[src/rtl/out_port_bcd_scanner_pkg.sv]
// Shared types and constants for the out-port binary-to-BCD scanner.
// Latency: n/a (declarations only).
// Backpressure: n/a.
package out_port_bcd_scanner_pkg;

    typedef enum logic [1:0] {
        ST_IDLE  = 2'd0,
        ST_LOAD  = 2'd1,
        ST_SHIFT = 2'd2,
        ST_STORE = 2'd3
    } state_t;

    // Digit shown on both nibbles when a port value cannot be displayed in two digits
    localparam logic [3:0] OVF_DIGIT = 4'hF;
    localparam int         NUM_PORTS = 3;

endpackage

[src/rtl/out_port_bcd_scanner_add3_shift.sv]
// One double-dabble step: add 3 to any BCD nibble >= 5, then shift {bcd,bin} left by one.
// Latency: purely combinational, zero cycles.
// Backpressure: none; the caller decides when to register the result.
module bcd_add3_shift #(
    parameter int BIN_W = 7
) (
    input  logic [7:0]       bcd_in,
    input  logic [BIN_W-1:0] bin_in,
    output logic [7:0]       bcd_out,
    output logic [BIN_W-1:0] bin_out
);

    logic [7:0] bcd_adj;

    // Pre-correct each nibble so the following doubling carries correctly into the next digit
    always_comb begin
        bcd_adj = bcd_in;
        if (bcd_in[3:0] >= 4'd5) bcd_adj[3:0] = bcd_in[3:0] + 4'd3;
        if (bcd_in[7:4] >= 4'd5) bcd_adj[7:4] = bcd_in[7:4] + 4'd3;
    end

    assign bcd_out = {bcd_adj[6:0], bin_in[BIN_W-1]};
    assign bin_out = {bin_in[BIN_W-2:0], 1'b0};

endmodule

[src/rtl/out_port_bcd_scanner.sv]
// Round-robin binary-to-BCD converter for three CPU output ports feeding the seven-segment decoders.
// Latency: CONV_W+2 cycles per port (LOAD, CONV_W SHIFTs, STORE); 3*(CONV_W+2) cycles per frame.
// Backpressure: none; en=0 lets the port in flight finish, then parks in IDLE keeping the port index.
module out_port_bcd_scanner
    import out_port_bcd_scanner_pkg::*;
#(
    parameter int IN_W    = 32,
    parameter int CONV_W  = 7,
    parameter int MAX_VAL = 99
) (
    input  logic            mem_clk,
    input  logic            reset,
    input  logic            en,
    input  logic [IN_W-1:0] out_port0,
    input  logic [IN_W-1:0] out_port1,
    input  logic [IN_W-1:0] out_port2,
    output logic [3:0]      hi0,
    output logic [3:0]      lo0,
    output logic [3:0]      hi1,
    output logic [3:0]      lo1,
    output logic [3:0]      hi2,
    output logic [3:0]      lo2,
    output logic [2:0]      ovf,
    output logic [2:0]      valid,
    output logic            frame_done
);

    localparam int              CNT_W    = $clog2(CONV_W);
    localparam logic [CNT_W-1:0] CNT_LAST = CNT_W'(CONV_W - 1);
    localparam logic [IN_W-1:0]  MAX_VEC  = IN_W'(MAX_VAL);

    state_t            state, state_nxt;
    logic [1:0]        idx;
    logic [CNT_W-1:0]  cnt;
    logic [IN_W-1:0]   snap;
    logic [CONV_W-1:0] bin;
    logic [7:0]        bcd;
    logic [7:0]        bcd_step;
    logic [CONV_W-1:0] bin_step;
    logic [IN_W-1:0]   port_sel;

    logic [3:0]        hi_q [NUM_PORTS];
    logic [3:0]        lo_q [NUM_PORTS];
    logic [2:0]        ovf_q;
    logic [2:0]        valid_q;
    logic              frame_done_q;

    bcd_add3_shift #(.BIN_W(CONV_W)) u_step (
        .bcd_in  (bcd),
        .bin_in  (bin),
        .bcd_out (bcd_step),
        .bin_out (bin_step)
    );

    // Select the port currently being scanned
    always_comb begin
        port_sel = out_port0;
        case (idx)
            2'd1:    port_sel = out_port1;
            2'd2:    port_sel = out_port2;
            default: port_sel = out_port0;
        endcase
    end

    // State register
    always_ff @(posedge mem_clk) begin
        if (reset) state <= ST_IDLE;
        else       state <= state_nxt;
    end

    // Next-state logic: en is only looked at in IDLE and at the end of STORE
    always_comb begin
        state_nxt = state;
        case (state)
            ST_IDLE:  if (en) state_nxt = ST_LOAD;
            ST_LOAD:  state_nxt = ST_SHIFT;
            ST_SHIFT: if (cnt == CNT_LAST) state_nxt = ST_STORE;
            ST_STORE: state_nxt = en ? ST_LOAD : ST_IDLE;
            default:  state_nxt = ST_IDLE;
        endcase
    end

    // Snapshot, shift and per-port result registers; only port idx is written on STORE
    always_ff @(posedge mem_clk) begin
        if (reset) begin
            idx          <= 2'd0;
            cnt          <= '0;
            snap         <= '0;
            bin          <= '0;
            bcd          <= '0;
            ovf_q        <= '0;
            valid_q      <= '0;
            frame_done_q <= 1'b0;
            for (int k = 0; k < NUM_PORTS; k++) begin
                hi_q[k] <= 4'd0;
                lo_q[k] <= 4'd0;
            end
        end else begin
            frame_done_q <= 1'b0;
            case (state)
                ST_LOAD: begin
                    snap <= port_sel;
                    bin  <= port_sel[CONV_W-1:0];
                    bcd  <= '0;
                    cnt  <= '0;
                end
                ST_SHIFT: begin
                    bcd <= bcd_step;
                    bin <= bin_step;
                    cnt <= cnt + 1'b1;
                end
                ST_STORE: begin
                    // Full-width compare so large or negative values never alias into 0..99
                    if (snap > MAX_VEC) begin
                        hi_q[idx]  <= OVF_DIGIT;
                        lo_q[idx]  <= OVF_DIGIT;
                        ovf_q[idx] <= 1'b1;
                    end else begin
                        hi_q[idx]  <= bcd[7:4];
                        lo_q[idx]  <= bcd[3:0];
                        ovf_q[idx] <= 1'b0;
                    end
                    valid_q[idx] <= 1'b1;
                    frame_done_q <= (idx == 2'd2);
                    idx          <= (idx == 2'd2) ? 2'd0 : idx + 2'd1;
                end
                default: ;
            endcase
        end
    end

    assign hi0        = hi_q[0];
    assign lo0        = lo_q[0];
    assign hi1        = hi_q[1];
    assign lo1        = lo_q[1];
    assign hi2        = hi_q[2];
    assign lo2        = lo_q[2];
    assign ovf        = ovf_q;
    assign valid      = valid_q;
    assign frame_done = frame_done_q;

endmodule

[config.mk]
export PLATFORM = sky130hd
export DESIGN_NAME = out_port_bcd_scanner
export DESIGN_NICKNAME = d
export VERILOG_FILES = /design/src/rtl/out_port_bcd_scanner_pkg.sv /design/src/rtl/out_port_bcd_scanner_add3_shift.sv /design/src/rtl/out_port_bcd_scanner.sv
export SDC_FILE = /design/constraint.sdc
export NUM_CORES = 1
export LEC_CHECK = 0
export CORE_AREA = 5 5 114 116
export DETAILED_ROUTE_END_ITERATION = 8
export DIE_AREA = 0 0 119 121
export PLACE_DENSITY = 0.63
export SYNTH_ARGS = -nofsm -noshare
export SYNTH_HDL_FRONTEND = slang
export SYNTH_SLANG_ARGS = --single-unit
[constraint.sdc]
create_clock -name mem_clk -period 3.5 [get_ports mem_clk]
set_clock_uncertainty 0.1 [all_clocks]
set_input_delay 0.35 -clock mem_clk [delete_from_list [all_inputs] [get_ports mem_clk]]
set_output_delay 0.35 -clock mem_clk [all_outputs]
set_load 0.01 [all_outputs]
---- Word-level counts from Yosys, hierarchy flattened ----
Memory sizes are Yosys's and may differ from the RTL's.
Cells that the tools add are included.
storage, ports and cells
  bits in registers ....................... 61
  bits in writable memories ............... 24
  input port bits ......................... 99
  output and inout bits ................... 31
  memories ................................ 2
cells by class
  add/sub/neg operators ................... 4
  order comparisons ....................... 5
  equal/unequal tests ..................... 8
  mux-type cells .......................... 32
  bitwise logic cells ..................... 7
  reductions and logical operators ........ 7
memories
  name  words  bits a word  read ports  clocked after memory_dff  write ports  RTL line                    source
  hi_q  3      4            3           0                         3            out_port_bcd_scanner.sv:42  logic [3:0] hi_q [NUM_PORTS];
  lo_q  3      4            3           0                         3            out_port_bcd_scanner.sv:43  logic [3:0] lo_q [NUM_PORTS];
operators with widths
  kind                                                             number
  case mux 32 bit (2 select lines)                                 1
  greater-than comparator 32 x 7 -> 1 bit (second input constant)  1
  2-to-1 mux 4 bit                                                 5
  case mux 8 bit (2 select lines)                                  1
  2-to-1 mux 1 bit                                                 14
  case mux 7 bit (2 select lines)                                  1
  2-to-1 mux 2 bit                                                 5
  >= comparator 4 x 3 -> 1 bit (second input constant)             2
  case mux 2 bit (4 select lines)                                  1
  OR reduction 4 bit                                               2
  equality test 2 bit (second input constant)                      3
  2-to-1 mux 3 bit                                                 2
  bitwise OR 3 bit                                                 2
  case mux 3 bit (2 select lines)                                  1
  adder 4 x 2 -> 4 bit (second input constant)                     1
  equality test 2 x 1 -> 1 bit (second input constant)             2
  inequality test 2 bit (second input constant)                    2
  adder 3 x 1 -> 3 bit (second input constant)                     1
  adder 3 x 2 -> 3 bit (second input constant)                     1
  AND 3 bit                                                        1
  equality test 3 bit (second input constant)                      1
  < comparator 2 x 3 -> 1 bit (second input constant)              1
  NOT 3 bit                                                        1
  adder 2 x 1 -> 2 bit (second input constant)                     1
  other kinds (9)                                                  10

---- Depth between registers and ports, before layout ----
  depth after elaboration ................. 8
  gate-level depth with buffers ........... 8
  gate-level depth less buffers ........... 6

---- Hierarchy ----
A second synthesis with hierarchy kept.
unflattened totals
  cell total of the unflattened synthesis .. 473
  area total of the unflattened synthesis .. 4239.1 um^2
by module, submodules not included
  module                times used  cells each  area an instance (um^2)  sequential area each (um^2)
  out_port_bcd_scanner  1           436         3992.6                   1901.8
  bcd_add3_shift        1           37          246.5                    0.0

---- Least setup slack after synthesis ----
Ideal clock, no wire load.
  path type ............................... reg-to-reg
  start point ............................. register idx[0]
  end point ............................... register snap[21]
  library setup time ...................... 0.128 ns
  arrival ................................. 1.639 ns
  setup slack ............................. 1.634 ns
  stages on the path, launching flop included .. 9
  period minus slack after synthesis ...... 1.866 ns
  cell sequence ........................... dfxtp_1 > inv_1 > ha_1 > buf_2 > buf_1 > buf_1 > a21oi_1 > mux2i_1 > nor2_1
between the ends
  cells in the longest elaborated chain, start to end .. 2
  elaborated cells on any way between the ends .. 3
  those cells by class .................... eq/ne (2); mux (1)
RTL lines
  element                                                              RTL line                     source
  start, declared                                                      out_port_bcd_scanner.sv:33   logic [1:0] idx;
  start signal, assigned                                               out_port_bcd_scanner.sv:125  idx <= (idx == 2'd2) ? 2'd0 : idx + 2'd1;
  equality test 2 bit or equality test 2 x 1 -> 1 bit (tied branches)  out_port_bcd_scanner.sv:58   case (idx)
  case mux 32 bit (2 select lines) *                                   out_port_bcd_scanner.sv:58
  end signal, assigned                                                 out_port_bcd_scanner.sv:102  snap <= port_sel;
  end, declared                                                        out_port_bcd_scanner.sv:35   logic [IN_W-1:0] snap;
Every way passes the cells marked *; elsewhere a longest branch is shown, timed or not.
A chain may end at the register's enable or synchronous reset.

---- Worst setup path after layout ----
  start point ............................. register idx[0]
  end point ............................... register bin[1]
between the ends
  cells in the longest elaborated chain, start to end .. 3
  elaborated cells on any way between the ends .. 4
  those cells by class .................... eq/ne (2); mux (2)
RTL lines
  element                                                              RTL line                     source
  equality test 2 bit or equality test 2 x 1 -> 1 bit (tied branches)  out_port_bcd_scanner.sv:58
  case mux 32 bit (2 select lines) *                                   out_port_bcd_scanner.sv:58
  case mux 7 bit (2 select lines) *                                    out_port_bcd_scanner.sv:100  case (state)
  end signal, assigned                                                 out_port_bcd_scanner.sv:103  bin <= port_sel[CONV_W-1:0];
  end signal, assigned                                                 out_port_bcd_scanner.sv:109  bin <= bin_step;
  end, declared                                                        out_port_bcd_scanner.sv:36   logic [CONV_W-1:0] bin;
Marked as above.

==> impl_metrics.py <==
metrics = {
    "run_status": {
        "outcome": "complete, no violations",
    },
    "synth": {
        "synthDominantCellAreaShare_pct": 29.2,
        "synth.avg_cell_area_sq_um": 9.42,
        "async_reset_ff_share_pct": 0,
        "yosysMostFrequentCell": "nor2_1",
        "synthFlopType": "dfxtp_1",
        "synth_warnings": 0,
        "syn_nets": 541,
        "yosys-top-cells-area": "dfxtp_1 29%, edfxtp_1 18%, mux2i_1 9.2%",
        "synthTopCellsByCount": "80 x nor2_1, 59 x dfxtp_1, 47 x a21oi_1",
        "synth-edff-count": 24,
        "synth_seq_area_share_pct": 47.0,
        "yosysTopAreaCell": "dfxtp_1",
        "syn_inst": 429,
        "ys_types": 35,
        "synth-seq-cells": 83,
        "synth_area_sq_um": 4040,
    },
    "cts": {
        "cts_buffer_depth": 2,
        "h-tree-depth": 3,
        "cts-resized-gates": 0,
        "cts_tree": "built",
        "clk_latency_ns": 0.33,
        "clock_tree.root_cell": "clkbuf_16",
        "clk_pin_slew_ns": 0.06,
        "cts_hold_buf": 0,
        "cts_buffers": 9,
        "cts_setup_buffers": 0,
        "cts_sinks": 83,
    },
    "drt": {
        "drtIter0Drc": 107,
        "drt-total-wl_mm": 10.5,
        "route.detailed.drc": 0,
        "wl_per_cell_microns": 15.3,
        "ant_nets": 0,
        "avgViaCountPerCell": 5.00,
        "dr.pass1.iters": 6,
        "vias": 3451,
    },
    "global_routing": {
        "grt_overflow": 0,
        "grt_pass1_vias": 3485,
        "grt_max_degree": 60,
        "grt_usage_pct": 14.7,
        "antenna_found_initial": 0,
        "grt_first_pass_wirelength_mm": 16.7,
    },
    "cells_and_area": {
        "area_growth_syn_to_layout_pct": 40.3,
        "antenna_cells": 0,
        "fillers": 1132,
        "drive_above_1_share_pct": 4.97,
        "nNetsFinal": 650,
        "stdcell_area_sq_um": 5670,
        "stdcell_count": 690,
        "seq_area_sq_um": 1900,
        "multi_input_area_sq_um": 1930,
    },
    "worst_setup_path": {
        "endpoint_kind": "register",
        "cp_max_fo": 36,
        "worstPathRequired_ns": 3.64,
        "critPathKind": "register to register",
        "timing.reg2reg.setup_slack_ns": 1.23,
        "cp-start-kind": "register",
        "arrival_ns": 2.41,
    },
    "power": {
        "p_switching_mw": 1.11,
        "power_frac_seq_pct": 37.6,
        "share_comb_of_total_power_pct": 35.1,
        "p_int_mw": 2.24,
        "pwr_density_cell_nw_per_um2": 589,
        "clkPwrFrac_pct": 27.3,
        "p_leak_nw": 2.11,
        "swShare_pct": 33.1,
        "ir_drop_mv": 0.256,
        "p_total_mw": 3.34,
    },
    "placement": {
        "place_area_sq_um": 5390,
        "globalplace.congestion": 0.788,
        "hpwl_mm": 7.99,
        "dp.cells": 674,
        "port_buffers": 129,
    },
    "floorplanning": {
        "rows": 40,
        "ios": 130,
        "start_util_pct": 34.2,
        "die_y_microns": 121,
        "die_x_microns": 119,
        "die_area_sq_um": 14400,
        "core_sq_um": 11800,
    },
    "timing": {
        "slew_headroom_pct": 37.4,
        "fmax_mhz": 440,
        "fin_crit_sh_pct": 64.9,
        "holdWs_ns": 0.375,
        "finalHoldViolations": 0,
        "rsz0062_at_grt": "no",
        "setup_viol_count_final": 0,
        "drv_slew": 0,
        "tns_ns": 0,
        "min_period_ns": 2.27,
        "tightest_slew_ns": 0.939,
    },
    "flow_run": {
        "cap_violations": 0,
    },
    "hold_path": {
        "hold_path.class": "register to register",
    },
}
## layout make-up
cell class | instances | share of cell area (%)
Multi-Input combinational cell | 297 | 34.1
Sequential cell | 83 | 33.5
Timing Repair Buffer | 133 | 23.2
Clock buffer | 11 | 4.10
Tap cell | 147 | 3.24
Clock inverter | 5 | 0.948
Inverter | 14 | 0.926
## flip-flops by register name, summed over array words and instances (netlist names), named ones only
register    cells
bcd             8
state           2
idx             2
cnt             3
frame_done      1
snap           30
hi_q           12
bin             7
valid           3
lo_q           12
## cells by family after synthesis
family / count (synthesis) / synth area share, %
adders and majority gates: 13 / 4.02
AOI/OAI and AO/OA: 125 / 20.6
buffers and inverters: 49 / 5.29
DFF: 83 / 47.0
muxes: 39 / 9.72
and+or+nand+nor: 117 / 12.7
xor gates and xnor gates: 3 / 0.650
## layer usage
layer | track usage [%] | wire length (microns) | vias up
met1 | 18.6 | 4900 | 1543
li1 | - | - | 1756
met5 | 0 | 0 | -
met4 | 6.52 | 221 | 0
met3 | 5.22 | 891 | 16
met2 | 22.4 | 4520 | 136
## per-stage QoR
step	utilization, %	setup slack (ns)
2_1_floorplan	-	1.63
3_3_place_gp	45.6	1.27
3_5_place_dp	45.6	1.23
4_1_cts	48.0	1.21
5_1_grt	48.0	0.999
6_report	48.0	1.23
## critical path, cell delays in order, from the launching register on
cell and delay [ns]:
dfxtp_1 0.36, inv_1 0.08, ha_2 0.69, buf_4 0.37, nor2_1 0.08, a21oi_1 0.15, mux2i_1 0.09, a211oi_1 0.25
## power by group through the flow
| stage | clock network, mW | logic [mW] | registers [mW] |
|---|---|---|---|
| 6_report | 0.914 | 1.17 | 1.26 |
| 5_1_grt | 0.984 | 1.31 | 1.28 |
| 4_1_cts | 0.942 | 1.18 | 1.26 |
| 3_5_place_dp | 0 | 1.18 | 1.28 |
| 3_3_place_gp | 0 | 1.15 | 1.27 |
| 2_1_floorplan | 0 | 0.870 | 1.26 |
## final timing paths
kind / cells past startpoint / from / end
hold / removal: 2 / bin[0]$_SDFFE_PP0P_ / bin[0]$_SDFFE_PP0P_
setup / recovery: 7 / idx[0]$_SDFFE_PP0N_ / bin[1]$_SDFFE_PP0P_
setup reg to reg: 7 / idx[0]$_SDFFE_PP0N_ / bin[1]$_SDFFE_PP0P_
hold reg to reg: 2 / bin[0]$_SDFFE_PP0P_ / bin[0]$_SDFFE_PP0P_
## cells in the final DEF (no fill, tap or decap), types with 9 or more instances in the layout
cell             instances
a21oi_1                 47
nand2_1                 13
clkdlybuf4s50_1        128
edfxtp_1                24
dfxtp_1                 59
a22oi_1                 32
inv_1                   13
o21a_1                  24
clkbuf_16                9
ha_1                    11
nor2_1                  80
mux2i_1                 37
Power figures use the tool's default switching activity.
